`src/rtl/bin2bcd_seq.sv`:
```
// bin2bcd_seq: sequential binary-to-BCD converter (shift-and-add-3).
// A start in IDLE or DONE captures bin_in. BIN_W shift cycles follow, then one
// DONE cycle. bcd_out and overflow are registered and change only on the edge
// that enters DONE.
// Build option: define LEADING_ZERO_BLANK_EN to blank leading zero digits
// (4'hF). Digit 0 and overflow results are never blanked.
//
// Handshake: start is a request with no back-pressure. It is accepted on any
// rising edge where reset=0, start=1 and the FSM is in IDLE or DONE. The
// busy=0 output shows that the converter can accept a start. done is a
// one-cycle valid pulse for bcd_out/overflow. start during SHIFT is dropped.
module bin2bcd_seq #(
    parameter int BIN_W  = 14,
    parameter int DIGITS = 4
) (
    input  logic                  clk,
    input  logic                  reset,
    input  logic                  start,
    input  logic [BIN_W-1:0]      bin_in,
    output logic                  busy,
    output logic                  done,
    output logic [4*DIGITS-1:0]   bcd_out,
    output logic                  overflow,
    output logic [1:0]            state_dbg_o
);

    localparam int              BCD_W   = 4 * DIGITS;
    localparam int              CNT_W   = $clog2(BIN_W + 1);
    localparam logic [BIN_W-1:0] MAX_VAL = BIN_W'(10 ** DIGITS - 1);

    typedef enum logic [1:0] {
        S_IDLE  = 2'd0,
        S_SHIFT = 2'd1,
        S_DONE  = 2'd2
    } state_t;

    state_t               state_q, state_d;
    logic [CNT_W-1:0]     cnt_q, cnt_d;
    logic [BCD_W-1:0]     scratch_q, scratch_d;
    logic [BIN_W-1:0]     shreg_q, shreg_d;
    logic                 ovf_pend_q, ovf_pend_d;
    logic [BCD_W-1:0]     bcd_q, bcd_d;
    logic                 ovf_q, ovf_d;

    logic                 accept;
    logic                 last_shift;
    logic [BCD_W-1:0]     adj;
    logic [BCD_W+BIN_W-1:0] cat_nx;
    logic [BCD_W-1:0]     scratch_nx;
    logic [BIN_W-1:0]     shreg_nx;
    logic [BCD_W-1:0]     digits_fmt;

    // A start is taken only when no conversion is running.
    assign accept     = start && (state_q == S_IDLE || state_q == S_DONE);
    assign last_shift = (cnt_q == CNT_W'(1));

    // Add-3 correction: any scratch digit >= 5 is fixed up before it doubles.
    always_comb begin
        adj = scratch_q;
        for (int i = 0; i < DIGITS; i++) begin
            if (scratch_q[4*i +: 4] >= 4'd5) begin
                adj[4*i +: 4] = scratch_q[4*i +: 4] + 4'd3;
            end
        end
    end

    // Shift the {scratch, shift register} pair left by one bit.
    assign cat_nx     = {adj, shreg_q} << 1;
    assign scratch_nx = cat_nx[BCD_W+BIN_W-1 -: BCD_W];
    assign shreg_nx   = cat_nx[BIN_W-1:0];

`ifdef LEADING_ZERO_BLANK_EN
    // Blank zero digits above the most significant nonzero digit.
    always_comb begin
        logic leading;
        digits_fmt = scratch_nx;
        leading    = 1'b1;
        for (int i = DIGITS - 1; i >= 1; i--) begin
            if (leading && scratch_nx[4*i +: 4] == 4'd0) begin
                digits_fmt[4*i +: 4] = 4'hF;
            end else begin
                leading = 1'b0;
            end
        end
    end
`else
    assign digits_fmt = scratch_nx;
`endif

    // Next-state logic for the IDLE -> SHIFT -> DONE sequence.
    always_comb begin
        state_d = state_q;
        case (state_q)
            S_IDLE:  if (accept) state_d = S_SHIFT;
            S_SHIFT: if (last_shift) state_d = S_DONE;
            S_DONE:  state_d = accept ? S_SHIFT : S_IDLE;
            default: state_d = S_IDLE;
        endcase
    end

    // Datapath next values: capture, shift, or publish the result.
    always_comb begin
        cnt_d      = cnt_q;
        scratch_d  = scratch_q;
        shreg_d    = shreg_q;
        ovf_pend_d = ovf_pend_q;
        bcd_d      = bcd_q;
        ovf_d      = ovf_q;
        if (accept) begin
            shreg_d    = bin_in;
            scratch_d  = '0;
            cnt_d      = CNT_W'(BIN_W);
            ovf_pend_d = (bin_in > MAX_VAL);
        end else if (state_q == S_SHIFT) begin
            shreg_d   = shreg_nx;
            scratch_d = scratch_nx;
            cnt_d     = cnt_q - CNT_W'(1);
            if (last_shift) begin
                ovf_d = ovf_pend_q;
                bcd_d = ovf_pend_q ? {DIGITS{4'h9}} : digits_fmt;
            end
        end
    end

    // State register. Reset clears the state and aborts any conversion.
    always_ff @(posedge clk) begin
        if (reset) begin
            state_q <= S_IDLE;
        end else begin
            state_q <= state_d;
        end
    end

    // Datapath registers. Reset blanks the display and clears the scratch.
    always_ff @(posedge clk) begin
        if (reset) begin
            cnt_q      <= '0;
            scratch_q  <= '0;
            shreg_q    <= '0;
            ovf_pend_q <= 1'b0;
            bcd_q      <= {DIGITS{4'hF}};
            ovf_q      <= 1'b0;
        end else begin
            cnt_q      <= cnt_d;
            scratch_q  <= scratch_d;
            shreg_q    <= shreg_d;
            ovf_pend_q <= ovf_pend_d;
            bcd_q      <= bcd_d;
            ovf_q      <= ovf_d;
        end
    end

    // Outputs decoded from the state, plus the registered result.
    always_comb begin
        busy        = (state_q == S_SHIFT);
        done        = (state_q == S_DONE);
        bcd_out     = bcd_q;
        overflow    = ovf_q;
        state_dbg_o = state_q;
    end

endmodule

```
`config.mk`:
```
export PLATFORM = sky130hd
export DESIGN_NAME = bin2bcd_seq
export DESIGN_NICKNAME = d
export VERILOG_FILES = /design/src/rtl/bin2bcd_seq.sv
export SDC_FILE = /design/constraint.sdc
export NUM_CORES = 1
export LEC_CHECK = 0
export CAP_MARGIN = 10
export CORE_UTILIZATION = 50
export CTS_BUF_LIST = sky130_fd_sc_hd__clkbuf_16
export CTS_CLUSTER_SIZE = 10
export DETAILED_ROUTE_END_ITERATION = 7
export GPL_TIMING_DRIVEN = 0
export PLACE_DENSITY = 0.75
export SETUP_SLACK_MARGIN = 0.4
export SYNTH_ARGS = -nofsm -noshare
export SYNTH_HDL_FRONTEND = slang
export SYNTH_SLANG_ARGS = --single-unit
```
`constraint.sdc`:
```
create_clock -name clk -period 2.14 [get_ports clk]
set_input_delay 0.214 -clock clk [delete_from_list [all_inputs] [get_ports clk]]
set_output_delay 0.214 -clock clk [all_outputs]
set_load 0.1 [all_outputs]
```
==> qor.txt <==
Worst Skew -> 5.599 ps
Pin count of the biggest net entering global routing -> 17
LEAKAGE -> 1.115 nW
Yosys warnings -> 0
Routed len/inst -> 15.63 um
IO Port Bufs -> 37
Yosys reg bits -> 54
Reg2reg start -> cnt_q[1]
Worst min-delay path startpoint -> bcd_out[10]
Int Power -> 1.754 mW
Slew HR -> 0.3637
Via density -> 5.703
Syn_nets -> 296
ANT nets after route -> 0
Max Fclk -> 555.4 MHz
Yosys cell types -> 36
Hold path cells -> 2
Buf+Inv Stages, Crit Path -> 3
Critical path launch point type -> register
Power, Total -> 2.401 mW
Crit-path cells -> inv_2, ha_4, or3b_4, or2_4, buf_8, buf_12, a21oi_2, o31ai_2
GPL Wtd Cong -> 0.8342
Post-synthesis instance total -> 269
H-tree depth -> 2
IO Pins -> 38
TritonCTS buffer count -> 5
Clk sinks -> 54
CP max FO -> 6
Seq pwr share -> 0.457
Antenna violations before repair -> 0
Fillcell total -> 356
DR iter-0 viols -> 101
Logic pwr share -> 0.163
First-pass GRT wire length -> 9418 um
Layout net count -> 348
Fraction of registers with async set/reset -> 0
WL final -> 5846 um
Slew @ Worst Pin -> 958.3 ps
Post-route DRC -> 3
Gr ovfl total -> 0
Reg2reg end -> bcd_out[10]
Top cells by area, synth -> dfxtp_1 45%, ha_1 5.3%, a21oi_1 5.0%, o22ai_1 4.5%, nor3_1 4.4%
Hpwl dp -> 3945 um
Worst path required time -> 2300 ps
MaxCap Viol Count -> 0
Violated checks -> DRC
R2r setup slk -> 340 ps
Period utilization -> 0.8413
Post-synth EDFFs -> 0
Design Area, Final -> 0.003112 mm^2
Critical path class -> register to register
CORE AREA -> 0.004474 mm^2
Clk root buf -> clkbuf_16
Die ar. -> 0.005037 mm^2
Worst min-delay path class -> register to register
Share of the yosys chip area belonging to registers -> 0.4545
TritonCTS clock tree -> built
Vias in the first global route -> 1,957
Area growth syn-to-layout -> 30.83%
Reg2reg path depth -> 8
Inserted Diodes -> 0
Sw power -> 0.6474 mW
Maximum clock path buffer count -> 2
First-pass detailed-route iteration total -> 6
Largest area contributor in the netlist -> dfxtp_1
Critical path data arrival time -> 1960 ps
CP peak stage delay -> 390 ps
Net Sw Frac -> 0.2696
Share of total power in the clock network -> 0.381
Site row count -> 24
Top cell type's share of synthesized area -> 0.4545
Syn Area/Cell -> 8.842 um^2
Die Y -> 70.97 um
CTS clk-pin slew, worst paths -> 70 ps
Power density cells -> 771.6 mW/mm^2
Skew-Pair Late Insertion Delay -> 290 ps
CP Capture Type -> register
Family with the most delay on the worst path -> simple AND/OR/NAND/NOR gates
# setup viols final -> 0
Die X -> 70.97 um
Initial Utilization -> 0.5316
Mapped Area -> 0.002379 mm^2
Ratio of cells with drive above 1 in the final layout -> 0.1553
Final Max Slew Viols -> 0
Top FF cell, synth -> dfxtp_1
Placed cell areas -> 0.002828 mm^2
Total GRT Usage -> 0.2407
RSZ-0062 raised after global routing -> true
Peak VDD IR -> 0.4406 mV
Final hold vios -> 0
Critical path's slowest cell -> or3b_4
Status -> complete, but fails checks
Fin crit period -> 1800 ps
Hold Path End -> bcd_out[10]
Routed vias -> 2,133
==> how the worst max path moves through the flow <==
stage	depth (start not counted)	slack [ps]	start	endpoint
2_1_floorplan	7	430	cnt_q[0]	bcd_out[10]
3_3_place_gp	5	-250	state_dbg_o[1]	busy
3_5_place_dp	5	-270	state_dbg_o[1]	busy
4_1_cts	5	210	state_dbg_o[1]	busy
5_1_grt	8	270	cnt_q[1]	bcd_out[13]
6_report	8	340	cnt_q[1]	bcd_out[10]
==> state kept, by name (all words and copies together) (netlist names) <==
name         cells
bcd_out         16
scratch_q       16
shreg_q         14
cnt_q            4
state_dbg_o      2
overflow         1
ovf_pend_q       1
==> cells in the final DEF, fill, tap and decap left out, types with 3 or more instances in the layout <==
cell type,n
dfxtp_1,50
nor2_1,26
a21oi_1,23
nor3_1,21
nand2_1,18
o22ai_1,17
clkdlybuf4s50_1,16
dlygate4sd2_1,13
inv_1,11
ha_1,9
o21ai_0,7
nor3b_1,7
a211oi_1,7
a31oi_1,7
o31ai_2,7
nand2b_1,6
clkbuf_1,6
clkbuf_16,6
clkdlybuf4s15_1,6
buf_4,6
xnor2_1,5
clkbuf_4,3
nand3_1,3
buf_2,3
buf_1,3
mux2_2,3
==> worst register-to-register path: stages (launching register included) <==
cell,delay (ps)
dfxtp_2,330
inv_2,70
ha_4,120
or3b_4,400
or2_4,260
buf_8,140
buf_12,140
a21oi_2,140
o31ai_2,70
==> power by group through the flow <==
stage / registers, mW / clock network [mW] / logic [mW]
after floorplan: 1.15 / 0 / 0.214
after global placement: 1.12 / 0 / 0.356
after detailed placement: 1.12 / 0 / 0.364
after CTS: 1.09 / 0.916 / 0.362
after global routing: 1.10 / 0.957 / 0.423
final: 1.10 / 0.914 / 0.391
==> kinds of logic (layout without fill, tap and decap cells) <==
logic type      count (synthesis)  in the layout  synth area share
xor+xnor                        6              6           0.02209
buf+inv                        29             82           0.05418
simple gates                   89             89            0.1810
fa+ha+maj                      10             10           0.05260
compound gates                 76             76            0.2130
flops                          54             54            0.4545
mux                             5              5           0.02262
==> timing repair <==
action,4_1_cts,5_1_grt
gates cloned,0,2
pin swaps,0,0
setup endpoints to repair,32,23
setup buffers,0,6
resized for setup,30,21
hold buffers,0,0
==> cell usage after synthesis (2+ instances only) <==
| library cell | instances |
|---|---|
| dfxtp_1 | 54 |
| nor2_1 | 26 |
| a21oi_1 | 24 |
| nor3_1 | 21 |
| nand2_1 | 18 |
| o22ai_1 | 17 |
| inv_1 | 11 |
| ha_1 | 10 |
| a211oi_1 | 7 |
| a31oi_1 | 7 |
| clkbuf_1 | 7 |
| nor3b_1 | 7 |
| o21ai_0 | 7 |
| o31ai_2 | 7 |
| nand2b_1 | 6 |
| xnor2_1 | 5 |
| buf_1 | 4 |
| buf_2 | 4 |
| mux2_2 | 3 |
| nand3_1 | 3 |
| a21oi_2 | 2 |
| buf_6 | 2 |
| mux2i_1 | 2 |
| nor2b_1 | 2 |
| nor4_1 | 2 |
==> through the flow <==
step                cells  hold WS, ps  worst slack (ps)  utilization  TNS, ps
floorplan             269        322.0             428.1            -        0
CTS                   366        470.9             207.5       0.6647        0
global placement      358        453.1            -254.5       0.6320   -254.5
detailed placement    358        458.4            -269.1       0.6320   -269.1
finish                374        466.8             339.6       0.6955        0
global route          374        479.8             274.3       0.6955        0
==> routing by layer <==
metal	vias up	share of wire	GRT usage
li1	1070	-	-
met1	1007	0.45	0.3117
met2	50	0.49	0.4049
met3	6	0.043	0.05128
met4	0	0.011	0.07333
met5	-	0	0
==> cell type report <==
cell class	instances	area [um^2]	share of cell area
repair buffers	45	431.7	0.1387
plain buffers	17	106.4	0.03418
well taps	52	65.06	0.02091
clock buffers	5	125.1	0.04021
multi-input cells	186	1202	0.3864
flip-flops and latches	54	1091	0.3506
clock inverters	3	41.29	0.01327
inverters	12	48.80	0.01568
(Power assumes the default switching activity.)
